--- src/rtl/kws_pkg.sv ---
// Shared definitions for the keyword-spotting parameter loaders.
// Holds the frame header layout, layer ids, payload kinds and the loader
// state encoding. There are no ports; this file only declares constants and types.
package kws_pkg;

    localparam logic [3:0] HDR_SYNC = 4'hA;

    localparam logic [3:0] LID_CONV1 = 4'd0;
    localparam logic [3:0] LID_CONV2 = 4'd1;
    localparam logic [3:0] LID_FC1   = 4'd2;
    localparam logic [3:0] LID_FC2   = 4'd3;

    // Header word layout
    localparam int HDR_SYNC_MSB = 15;
    localparam int HDR_SYNC_LSB = 12;
    localparam int HDR_ID_MSB   = 11;
    localparam int HDR_ID_LSB   = 8;
    localparam int HDR_KIND_BIT = 7;

    localparam logic KIND_WEIGHTS = 1'b0;
    localparam logic KIND_BIASES  = 1'b1;

    typedef enum logic [1:0] {
        ST_HDR    = 2'd0,
        ST_DATA   = 2'd1,
        ST_DRAIN  = 2'd2,
        ST_COMMIT = 2'd3
    } loader_state_t;

endpackage

--- src/rtl/kws_param_loader.sv ---
// Word-serial weight/bias loader for one layer.
// It takes framed 16-bit words from a valid/ready stream and assembles them into
// a staging vector. On a complete, well-formed frame it commits the vector to
// weights_out or biases_out and pulses the matching load strobe for one cycle.
//
// Ports:
//   clk, rst_n            clock, asynchronous active-low reset
//   s_data/s_valid/s_last stream input (header word first, then payload)
//   s_ready               loader accepts a word this cycle
//   weights_out           committed weight vector (word 0 in the LSBs)
//   biases_out            committed bias vector (word 0 in the LSBs)
//   load_weights          one-cycle strobe, weights_out just updated
//   load_biases           one-cycle strobe, biases_out just updated
//   frame_error           one-cycle pulse for a malformed frame
//   busy                  state is not HDR
//
// state  | meaning
// HDR    | waiting for a header word
// DATA   | collecting payload words into staging
// DRAIN  | discarding words up to s_last (foreign or bad frame)
// COMMIT | staging copied out, load strobe high, s_ready low
module kws_param_loader
    import kws_pkg::*;
#(
    parameter int ACTIV_BITS   = 16,
    parameter int WEIGHT_WORDS = 72,
    parameter int BIAS_WORDS   = 8,
    parameter int TARGET_ID    = 0
) (
    input  logic                               clk,
    input  logic                               rst_n,
    input  logic [ACTIV_BITS-1:0]              s_data,
    input  logic                               s_valid,
    input  logic                               s_last,
    output logic                               s_ready,
    output logic [WEIGHT_WORDS*ACTIV_BITS-1:0] weights_out,
    output logic [BIAS_WORDS*ACTIV_BITS-1:0]   biases_out,
    output logic                               load_weights,
    output logic                               load_biases,
    output logic                               frame_error,
    output logic                               busy
);

    localparam int STAGE_WORDS = (WEIGHT_WORDS > BIAS_WORDS) ? WEIGHT_WORDS : BIAS_WORDS;
    localparam int CW          = $clog2(STAGE_WORDS + 1);

    loader_state_t                       state;
    logic                                kind;
    logic [CW-1:0]                       cnt;
    logic [STAGE_WORDS*ACTIV_BITS-1:0]   stage;

    logic                                xfer;
    logic [CW-1:0]                       cnt_inc;
    logic [CW-1:0]                       n_words;
    logic [STAGE_WORDS*ACTIV_BITS-1:0]   stage_next;
    logic                                hdr_sync_ok;
    logic                                hdr_id_ok;

    assign xfer        = s_valid && s_ready;
    assign cnt_inc     = (cnt == {CW{1'b1}}) ? cnt : cnt + 1'b1;
    assign n_words     = (kind == KIND_BIASES) ? CW'(BIAS_WORDS) : CW'(WEIGHT_WORDS);
    assign hdr_sync_ok = (s_data[HDR_SYNC_MSB:HDR_SYNC_LSB] == HDR_SYNC);
    assign hdr_id_ok   = (s_data[HDR_ID_MSB:HDR_ID_LSB] == 4'(TARGET_ID));
    assign busy        = (state != ST_HDR);

    // Staging including the word on the bus, so the last word of a frame can
    // be committed on the same edge it is accepted.
    always_comb begin
        stage_next = stage;
        stage_next[int'(cnt)*ACTIV_BITS +: ACTIV_BITS] = s_data;
    end

    always_ff @(posedge clk or negedge rst_n) begin
        if (!rst_n) begin
            state        <= ST_HDR;
            kind         <= KIND_WEIGHTS;
            cnt          <= '0;
            stage        <= '0;
            s_ready      <= 1'b0;
            weights_out  <= '0;
            biases_out   <= '0;
            load_weights <= 1'b0;
            load_biases  <= 1'b0;
            frame_error  <= 1'b0;
        end else begin
            s_ready      <= 1'b1;
            load_weights <= 1'b0;
            load_biases  <= 1'b0;
            frame_error  <= 1'b0;
            case (state)
                ST_HDR: begin
                    if (xfer) begin
                        if (!hdr_sync_ok) begin
                            frame_error <= 1'b1;
                            state       <= s_last ? ST_HDR : ST_DRAIN;
                        end else if (!hdr_id_ok) begin
                            state <= s_last ? ST_HDR : ST_DRAIN;
                        end else if (s_last) begin
                            // header with no payload
                            frame_error <= 1'b1;
                        end else begin
                            kind  <= s_data[HDR_KIND_BIT];
                            cnt   <= '0;
                            state <= ST_DATA;
                        end
                    end
                end
                ST_DATA: begin
                    if (xfer) begin
                        stage <= stage_next;
                        if (cnt_inc == n_words) begin
                            if (s_last) begin
                                if (kind == KIND_BIASES) begin
                                    biases_out  <= stage_next[BIAS_WORDS*ACTIV_BITS-1:0];
                                    load_biases <= 1'b1;
                                end else begin
                                    weights_out  <= stage_next[WEIGHT_WORDS*ACTIV_BITS-1:0];
                                    load_weights <= 1'b1;
                                end
                                s_ready <= 1'b0;
                                state   <= ST_COMMIT;
                            end else begin
                                frame_error <= 1'b1;
                                state       <= ST_DRAIN;
                            end
                        end else if (s_last) begin
                            frame_error <= 1'b1;
                            state       <= ST_HDR;
                        end else begin
                            cnt <= cnt_inc;
                        end
                    end
                end
                ST_DRAIN: begin
                    if (xfer && s_last) begin
                        state <= ST_HDR;
                    end
                end
                ST_COMMIT: begin
                    state <= ST_HDR;
                end
                default: begin
                    state <= ST_HDR;
                end
            endcase
        end
    end

endmodule

--- config.mk ---
export PLATFORM = sky130hd
export DESIGN_NAME = kws_param_loader
export DESIGN_NICKNAME = d
export VERILOG_FILES = /design/src/rtl/kws_pkg.sv /design/src/rtl/kws_param_loader.sv
export SDC_FILE = /design/constraint.sdc
export NUM_CORES = 2
export LEC_CHECK = 0
export ABC_AREA = 1
export CORE_AREA = 3 3 509 511
export DETAILED_ROUTE_END_ITERATION = 7
export DIE_AREA = 0 0 512 514
export PLACE_DENSITY_LB_ADDON = 0.15
export SLEW_MARGIN = 0
export SYNTH_ARGS = -nofsm -noshare
export SYNTH_HDL_FRONTEND = slang
export SYNTH_SLANG_ARGS = --single-unit
export TNS_END_PERCENT = 5
--- constraint.sdc ---
create_clock -name clk -period 3.5 [get_ports clk]
set_input_delay 0.35 -clock clk [delete_from_list [all_inputs] [get_ports clk]]
set_output_delay 0.35 -clock clk [all_outputs]
set_load 0.01 [all_outputs]
After elaboration in Yosys (flattened, before gate mapping). Index checks and enable logic that the tools add are counted.

Bitwise logic cells: 2. Reduce and logical (&&, ||, !) cells: 12. Shift operators: 2. $add $sub $neg: 2. Equality and inequality tests: 16. Multiplexer cells: 43.

Operators by type and width (count): $bwmux W1152 (1); $shift A16 B33 Y1152 const A (1); $shiftx A16 B33 Y1152 (1); $mux W7 (9); $neg A11 Y33 (1); $mux W1 (21); $reduce_and A5 Y1 (4); $mux W2 (9); $ne A2 B2 Y1 const B (8); $pmux W7 S2 (1); $pmux W2 S4 (1); $reduce_and A8 Y1 (1); $add A7 B1 Y7 const B (1); $eq A7 B7 Y1 (1); $eq A7 B7 Y1 const B (1); $eq A2 B2 Y1 const B (2); $eq A4 B4 Y1 const B (1); $logic_not A4 Y1 (1); $ne A4 B4 Y1 const B (1); $reduce_bool A2 Y1 (2); $ne A3 B3 Y1 const B (1); $eq A2 B1 Y1 const B (1); $logic_and A1 B1 Y1 (2); $logic_not A2 Y1 (1); other kinds (3) (4).

Input port bits: 20. Word-level logic and storage cells: 87. Bits in registers: 2446. Output and inout bits: 1285.

Depth between registers and ports, before layout.
Word-level depth: 6. Mapped depth: 18. Depth with buffers taken out: 16.

Worst setup path before layout. Ideal clock, no wire load.

Kind: register to register. Start point: register cnt[0]. End point: register stage[620]. Buffers on the path: 5. Cell stages (with the launch flop): 18. Path slack: 487 ps. Data required time: 3382 ps. Data arrival time: 2895 ps. Setup time: 118 ps. Cell sequence: dfrtp_1 inv_2 clkbuf_1 ha_1 nand2_2 nor2_1 ha_1 buf_1 inv_1 nor2_1 nand2_4 inv_4 buf_2 buf_2 buf_2 nand4_1 nand3_1 nand2_1.

Longest elaborated chain between the ends: 3. Elaborated cells between the ends (all ways): 4. Classes of those cells: 1 x add/sub; 2 x shift; 1 x mux.

RTL lines: from (decl) (line kws_param_loader.sv:49) `logic [CW-1:0] cnt;`; from (signal assigned) (line kws_param_loader.sv:130) `cnt <= cnt_inc;`; $neg A11 Y33 (*) (line kws_param_loader.sv:70) `stage_next[int'(cnt)*ACTIV_BITS +: ACTIV_BITS] = s_data;`; $shiftx A16 B33 Y1152 / $shift A16 B33 Y1152 (equally long branches) (line kws_param_loader.sv:70); $bwmux W1152 (*) (line kws_param_loader.sv:70); to (signal assigned) (line kws_param_loader.sv:110) `stage <= stage_next;`; to (decl) (line kws_param_loader.sv:50) `logic [STAGE_WORDS*ACTIV_BITS-1:0] stage;`.

Every way passes the cells marked *; elsewhere a longest branch is shown, timed or not. A chain may end at the register's enable or synchronous reset.

Worst setup path in the final report.
Start point: register cnt[1]. End point: register stage[38].

Same word-level chain as after synthesis.

==> flow_summary_export.csv <==
group,metric,value,unit
run_status,status,"complete, but fails checks",
run_status,violations,"design-rule violations",
logic_synthesis,synth-main-ff-cell,"dfrtp_1",
routing,vias,107000,
routing,wl_met2,207,mm
critical_path,r2r_end,"stage[38]$_DFFE_PN0P_",
final_layout,area_growth,25.0,%
clock_network,post_cts_buffers,0,
logic_synthesis,avgSynthCellArea,7.64,sq um
logic_synthesis,netlist_instances,14800,
routing,drc,23,
logic_synthesis,synth_nets,14800,
die,start_util,44.4,%
clock_network,h-tree-depth,5,
clock_network,clkSlewWorstSetupHoldPaths,0.06,ns
critical_path,ff2ff_path_depth,11,
global_route,grt_first_pass_wirelength,679,mm
critical_path,startpoint,"cnt[1]$_DFFE_PN0P_",
sta,slew_headroom,28.9,%
critical_path,r2r_start,"cnt[1]$_DFFE_PN0P_",
placed_design,hpwl,328,mm
clock_network,cts_made_buffers,284,
placed_design,place_area,132000,sq um
sta,rsz0062_at_grt,"yes",
global_route,grt_pass1_vias,100000,
routing,ant_nets,0,
clock_network,clkLatencyLatePin,0.95,ns
critical_path,cp-end-kind,"register",
logic_synthesis,syn_area,113000,sq um
logic_synthesis,postSynth.asyncResetShare,100,%
routing,via_per_inst,5.48,
logic_synthesis,yosysTopAreaCell,"dfrtp_1",
routing,wl_met3,43.4,mm
critical_path,worstPathArrival,4.31,ns
routing,wl_met1,181,mm
clock_network,cts_root_buffer,"clkbuf_16",
logic_synthesis,synth.distinct_cells,37,
placed_design,place_ws,-0.395,ns
run,cap_violations,0,
placed_design,port_buffers,1304,
final_layout,final_common_cell,"nand2_1",
routing,avgRoutedWirePerCell,23.8,um
placed_design,place_congestion,0.938,
placed_design,dp_cells,19000,
sta,period_needed,3.44,ns
final_layout,stdcell_count,19500,
routing,drt-pass1-iter-count,8,
sta,timing.hold.ws,0.0872,ns
sta,setup_viol,0,
die,core,254000,sq um
logic_synthesis,yosysWarnings,0,
sta,finalSetupTns,0,ns
routing,maxUsedRoutingLayer,"met5",
final_layout,final_cell_area,141000,sq um
final_layout,drive_gt1_share,6.63,%
logic_synthesis,synth_seq_area_share,54.2,%
final_layout,layout_common_cells,"nand2_1, dfrtp_1, nand3_1, clkdlybuf4s50_1, inv_1",
die,dieArea,263000,sq um
pwr,cellPowerDensity,465,nW/um^2
pwr,leakage,75.3,nW
critical_path,r2r_setup_slack,0.06,ns
die,die_width,512,um
global_route,grt_max_degree,133,
final_layout,fin_nets,16000,
sta,finalClockSkew,0.0640,ns
routing,drt_iter0_markers,12500,
critical_path,worstPathRequired,4.37,ns
global_route,grt_use_total,34.3,%
die,std_cell_rows,185,
critical_path,cp_max_fo,28,
global_route,antenna_found_initial,11,
logic_synthesis,synth-edff-count,0,
sta,layout_setup_ws,0.0552,ns
sta,slew_viol_final,0,
sta,timing.final.hold_violations,0,
final_layout,fin_util,55.5,%
die,die_h,514,um
critical_path,start_kind,"register",
global_route,grt_overflow,0,
clock_network,cts.sinks,2446,
min_path,hold_path_class,"primary input to asynchronous set/reset pin",
logic_synthesis,synthTopCellsByArea,"dfrtp_1, nand2_1, nand3_1, nand4_1, inv_1",
sta,period_share,98.4,%
logic_synthesis,synth_top_area_share,54.2,%
routing,wl,463,mm
logic_synthesis,synth_seq_cells,2446,
clock_network,cts_tree,"built",
pwr,ir_drop,0.504,mV
sta,max_freq,290,MHz
pwr,total_power,65.6,mW
clock_network,cts_buffer_depth,4,
sta,worst_pin_slew,1.06,ns
die,ios,1305,
critical_path,criticalPathCategory,"register to register",
## logic make-up (layout without fill, tap and decap cells)
logic type / Yosys count / count (layout) / synth area share [%]
AND/OR/NAND/NOR: 10200 / 10200 / 37.9
flip-flops: 2446 / 2446 / 54.2
buffers and inverters: 1828 / 3175 / 6.55
AO/OA/AOI/OAI: 267 / 267 / 1.23
adder cells (fa/ha/maj): 5 / 5 / 0.0554
XOR/XNOR: 1 / 1 / 0.0144
multiplexers: 1 / 1 / 0.00886
other: 0 / 9 / 0
## metal layers
layer | global-route usage, % | vias up
li1 | - | 49100
met1 | 44.4 | 51400
met2 | 52.4 | 5200
met3 | 8.00 | 1002
met4 | 20.6 | 4
met5 | 0 | -
## critical path, cell delays in order, from the launching register on
cell and delay, ns:
dfrtp_1 0.34, inv_1 0.06, ha_1 0.36, inv_2 0.18
nor2_2 0.29, inv_2 0.06, buf_4 0.33, nor3_4 0.71
nand4_1 0.53, nand4_1 0.34, nand3_1 0.09, nand2_1 0.07
## state kept, by name (all words and copies together) (netlist names)
register,count
s_ready,1
cnt,7
kind,1
stage,1152
load_biases,1
load_weights,1
biases_out,128
frame_error,1
weights_out,1152
state,2
## cell usage after synthesis, types with 3 or more instances
cell / n
a21oi_1: 4
a31oi_1: 28
buf_1: 88
buf_2: 391
buf_4: 11
clkbuf_1: 462
clkinv_1: 3
dfrtp_1: 2446
ha_1: 5
inv_1: 851
inv_2: 21
nand2_1: 7561
nand2_2: 3
nand3_1: 1596
nand3_2: 6
nand4_1: 748
nand4_2: 13
nor2_1: 145
nor2_2: 25
nor2_4: 9
nor3_1: 99
nor3_2: 5
nor4_2: 12
o21ai_0: 159
o21ai_1: 71
## what timing repair did
item,4_1_cts,5_1_grt
gates resized for setup,2,4
endpoints found under the hold margin,756,0
setup endpoints to repair,17,25
hold buffers,2,0
## where the power goes
group | switching (mW) | total [mW] | leakage [nW] | internal, mW
logic | 6.01 | 7.38 | 37.0 | 1.38
clock network | 12.1 | 29.7 | 4.47 | 17.6
registers | 0.0645 | 28.5 | 33.9 | 28.4
## cell type report
cell class,instances,area [sq um]
tap,3366,4210
inverter,876,3340
clock buffer,396,8120
timing repair buffer,1828,18700
multi-input combinational,10500,44600
sequential,2446,61200
fill,23600,113000
clock inverter,75,953
antenna,9,22.5
## how the worst max path moves through the flow
stage	end	cells after the start
after CTS	weights_out[1108]$_DFFE_PN0P_	12
after global routing	stage[38]$_DFFE_PN0P_	11
after detailed placement	stage[47]$_DFFE_PN0P_	11
after global placement	biases_out[47]$_DFFE_PN0P_	11
after floorplan	stage[620]$_DFFE_PN0P_	17
final	stage[38]$_DFFE_PN0P_	11
(Power assumes the default switching activity.)
